<file path="config.mk">
export PLATFORM = sky130hd
export DESIGN_NAME = sort_collector
export DESIGN_NICKNAME = d
export VERILOG_FILES = /design/src/rtl/sort_collector.sv
export SDC_FILE = /design/constraint.sdc
export NUM_CORES = 1
export LEC_CHECK = 0
export ABC_CLOCK_PERIOD_IN_PS = 1400
export CORE_MARGIN = 2
export CORE_UTILIZATION = 46
export DETAILED_ROUTE_END_ITERATION = 7
export GPL_ROUTABILITY_DRIVEN = 0
export HOLD_SLACK_MARGIN = 0.08
export PLACE_DENSITY_LB_ADDON = 0.15
export SYNTH_ARGS = -nofsm -noshare
export SYNTH_HDL_FRONTEND = slang
export SYNTH_SLANG_ARGS = --single-unit
export TNS_END_PERCENT = 5
</file>
<file path="constraint.sdc">
create_clock -name clk -period 1.4 [get_ports clk]
set_input_delay 0.28 -clock clk [delete_from_list [all_inputs] [get_ports clk]]
set_output_delay 0.28 -clock clk [all_outputs]
set_load 0.02 [all_outputs]
</file>
<file path="src/rtl/sort_collector.sv">
// Consumer end of the sorter output stream: gathers group_len beats into one
// packed word, flags any descending step inside the group, hands it downstream.
module sort_collector #(
    parameter int data_width = 8,
    parameter int group_len  = 4,
    parameter int cnt_width  = 16
) (
    input  logic                             clk,
    input  logic                             rst,
    input  logic                             sort_val,
    input  logic [data_width-1:0]            sort_data,
    output logic                             sort_rdy,
    output logic                             pack_val,
    output logic [data_width*group_len-1:0]  pack_data,
    input  logic                             pack_rdy,
    output logic                             order_err,
    output logic [cnt_width-1:0]             grp_cnt
);

    localparam int idx_width   = (group_len > 1) ? $clog2(group_len) : 1;
    localparam int shift_width = data_width * (group_len - 1);
    localparam logic [idx_width-1:0] last_idx = idx_width'(group_len - 1);

    typedef enum logic {
        COLLECT,
        HOLD
    } state_t;

    state_t                  state;
    logic [idx_width-1:0]    idx;
    logic                    err_acc;
    logic [shift_width-1:0]  shift_reg;
    logic [shift_width-1:0]  shift_next;
    logic [data_width-1:0]   prev_data;
    logic                    accept;
    logic                    out_of_order;

    // Earlier beats shift down from the top, so after group_len-1 beats the
    // first element sits in the lowest slot and the newest one at the top.
    generate
        if (group_len > 2) begin : g_shift
            assign shift_next = {sort_data, shift_reg[shift_width-1:data_width]};
        end else begin : g_single
            assign shift_next = sort_data;
        end
    endgenerate

    assign prev_data    = shift_reg[shift_width-1 -: data_width];
    assign accept       = sort_val & sort_rdy;
    assign out_of_order = (idx != '0) && (sort_data < prev_data);

    // Single registered FSM; sort_rdy is a register so it stays low while rst is high.
    always_ff @(posedge clk) begin
        if (rst) begin
            state     <= COLLECT;
            idx       <= '0;
            err_acc   <= 1'b0;
            shift_reg <= '0;
            sort_rdy  <= 1'b0;
            pack_val  <= 1'b0;
            pack_data <= '0;
            order_err <= 1'b0;
            grp_cnt   <= '0;
        end else begin
            case (state)
                COLLECT: begin
                    sort_rdy <= 1'b1;
                    if (accept) begin
                        if (idx == last_idx) begin
                            pack_data <= {sort_data, shift_reg};
                            order_err <= err_acc | out_of_order;
                            err_acc   <= 1'b0;
                            idx       <= '0;
                            sort_rdy  <= 1'b0;
                            pack_val  <= 1'b1;
                            state     <= HOLD;
                        end else begin
                            shift_reg <= shift_next;
                            err_acc   <= err_acc | out_of_order;
                            idx       <= idx + idx_width'(1);
                        end
                    end
                end
                HOLD: begin
                    if (pack_val && pack_rdy) begin
                        pack_val <= 1'b0;
                        sort_rdy <= 1'b1;
                        grp_cnt  <= grp_cnt + cnt_width'(1);
                        state    <= COLLECT;
                    end
                end
                default: state <= COLLECT;
            endcase
        end
    end

endmodule

</file>
==> results of run 1 <==
## routing by layer
metal | routed length, um | GRT usage (%) | vias to the layer above
met4 | 93 | 6.39 | 0
met5 | 0 | 0 | -
met2 | 3650 | 33.5 | 52
met1 | 3530 | 26.7 | 1360
li1 | - | - | 1496
met3 | 253 | 5.14 | 8
## cell type report
class | count | area [um2] | area share, %
multi-input cells | 275 | 1510 | 33.8
inverters | 14 | 52.6 | 1.18
clock buffers | 10 | 128 | 2.87
repair buffers | 115 | 956 | 21.5
well taps | 77 | 96.3 | 2.17
clock inverters | 6 | 92.6 | 2.08
flip-flops and latches | 79 | 1620 | 36.4
## synthesized netlist by cell type, types with 4 or more instances
library cell	count	area share, %
nand2_1	122	15
dfxtp_1	79	51
a21oi_1	63	10
nor2_1	19	2.3
clkbuf_1	15	1.8
inv_1	14	1.7
ha_1	10	4.0
nand3_1	9	1.4
xnor2_1	6	1.7
o21ai_0	5	0.80
buf_1	4	0.48
nor3_1	4	0.64
## metrics by stage
step	hold WS, ns	utilization, %	std cells
CTS	0.273	67.9	576
global route	0.292	68.8	576
finish	0.279	68.8	576
detailed placement	0.447	64.9	560
global placement	0.442	64.9	560
floorplan	0.416	-	390
## kinds of logic (layout without fill, tap and decap cells)
kind of cell	after synthesis	count (layout)	share of synthesized area, %
adder cells (fa/ha/maj)	10	10	4.01
XOR/XNOR	9	9	2.53
multiplexers	5	5	1.69
flip-flops	79	79	50.7
buffers and inverters	36	145	4.46
AO/OA/AOI/OAI	76	76	12.8
AND/OR/NAND/NOR	175	175	23.7
## power groups by stage
stage / registers, mW / logic [mW] / clock network [mW]
final: 2.27 / 0.275 / 1.88
after global routing: 2.27 / 0.297 / 2.02
after floorplan: 2.33 / 0.121 / 0
after CTS: 2.27 / 0.262 / 1.91
after detailed placement: 2.32 / 0.260 / 0
after global placement: 2.32 / 0.252 / 0
## worst max path at each step
stage                   to  slack [ns]  cells past startpoint
2_1_floorplan  grp_cnt[15]       -0.09                      5
3_3_place_gp   grp_cnt[15]       -0.51                      5
3_5_place_dp   grp_cnt[13]       -0.56                      5
4_1_cts          order_err        -0.1                      6
5_1_grt            err_acc       -0.16                      6
6_report         order_err       -0.09                      6
## what timing repair did
action,in CTS,in global routing
endpoints found under the hold margin,0,0
setup endpoints to repair,83,76
setup buffers,0,0
pin swaps,2,4
resized for setup,74,34
## critical path: cells and delay by family (launching register included)
family	cells	cell delay (ns)
AOI/OAI and AO/OA	3	0.58
DFF	1	0.33
adders and majority gates	1	0.31
and+or+nand+nor	1	0.12
buffers and inverters	1	0.04
==> metrics.txt, run 1 <==
status=finished with violations; failing checks=setup timing; CTS tree=yes; Power Total=4.42 mW; Detailed Routing Iterations Pass 1=4; diode count=0; Synthesis Warnings=0; antenna-violating nets left=0; Least-Margin Pin Slew=roughly 0.29 ns; Hold Buf Count CTS=0; Initial Util=48.3%; beginning of the critical path=shift_reg[22]; largest net degree at the start of global routing=27; Hold Path End=grp_cnt[10]; total wire length=between 7000 and 8000 um; Die Span X=86.3 um; slowest CP cell=dfxtp_1; clk_lat worst skew=around 0.35 ns; Syn-to-layout area delta=42.7%; total die area=0.00745 mm2; Final min period=1.49 ns; Avg Cell Area, Syn=between 7 and 8 um2; fill count=around 600; NumNets Final=516; sequential fraction of the synthesis area=50.7%; Avg Vias per Cell=5.06; RSZ-0062 raised after global routing=yes; first-pass GRT wire length=12,100 um; Post-synth ARST share=0%; Fin. Hold Viols=0; Slew Limit Headroom=between 80% and 90%; CTS buffer count=9; DIE HEIGHT=approximately 86 um; commonest non-fill, non-tap cell in the layout=nand2_1; Worst Path Required=1.63 ns; share of cells above drive strength 1=23.8%; setup TNS=-0.324 ns; Row Count=29; via count=2,916; io pins=63; net switching power=1.03 mW; Mapped Cells=390; vias in the first global route=roughly 2.7k; Primary FF master, synth=dfxtp_1; DRT iter0 DRCs=134; max incr delay on CP=0.33 ns; worst reg-to-reg path cell count=6; Clock Root Buffer=clkbuf_8; Peak VDD IR=just under 0.0007 V; WL/cell=between 10 and 15 um; flop and latch count out of synthesis=79; hold path depth=2; Area after DPL=0.00419 mm2; maximum clock insertion buffer count=2; initial antenna violation count=0; CORE AREA=0.00646 mm2; synthesized net count=around 410; cell chain of the critical path=inv_1 > ha_1 > nand4_1 > a22o_1 > a31oi_1 > o22ai_1; Slew Viols, Final=0; GR Util All Layers=20.4%; Final Setup Violations=6; reg2reg end=order_err; Critical Path AT=1.72 ns; CP Launch Type=flip-flop; Clock power frac=42.5%; max frequency=670 MHz; power per standard cell area=between 900 and 1000 mW/mm2; hold crit path type=in -> reg; sequential power share=between 50 and 60%; Pint=approximately 3.4 mW; Critical Path End Type=flip-flop; P_leak=between 1.5 and 2 nW; max_cap viols=0; final worst slack=-0.0915 ns; grt total ovfl=0; dpl ws=-0.564 ns; most frequent cells in the layout=122 x nand2_1, 63 x dfxtp_1, 62 x a21oi_1; Port Buffers=a little over 60; Remaining DRCs=0; detailed placement HPWL=5360 um; crit path kind=reg -> reg; Clock transition at path regs=0.08 ns; Hold Path Origin=rst; # H-tree levels=3; Comb pwr share=roughly 6.2%; fin crit share=107%; CP Max Fanout=2; R2R Path Start=shift_reg[22]; sw frac=23.3%; post-synth cell types=35; Largest register FFs=32; Post-synth EDFFs=0; final instance area=between 0.004 and 0.005 mm2; skew final=0.00956 ns; Post-Syn Area=0.00312 mm2; clock tree sinks=roughly 80; r2r setup slk=-0.09 ns
Note: power is estimated with default switching activity, not from simulation.
==> run 2: changes to the inputs <==
--- a/config.mk
+++ b/config.mk
@@ -8,6 +8,7 @@
 export ABC_CLOCK_PERIOD_IN_PS = 1400
 export CORE_MARGIN = 2
 export CORE_UTILIZATION = 46
+export CTS_CLUSTER_DIAMETER = 80
 export DETAILED_ROUTE_END_ITERATION = 7
 export GPL_ROUTABILITY_DRIVEN = 0
 export HOLD_SLACK_MARGIN = 0.08
==> results of run 2 <==
Final layout, timing and power as in run 1 (identical DEF).
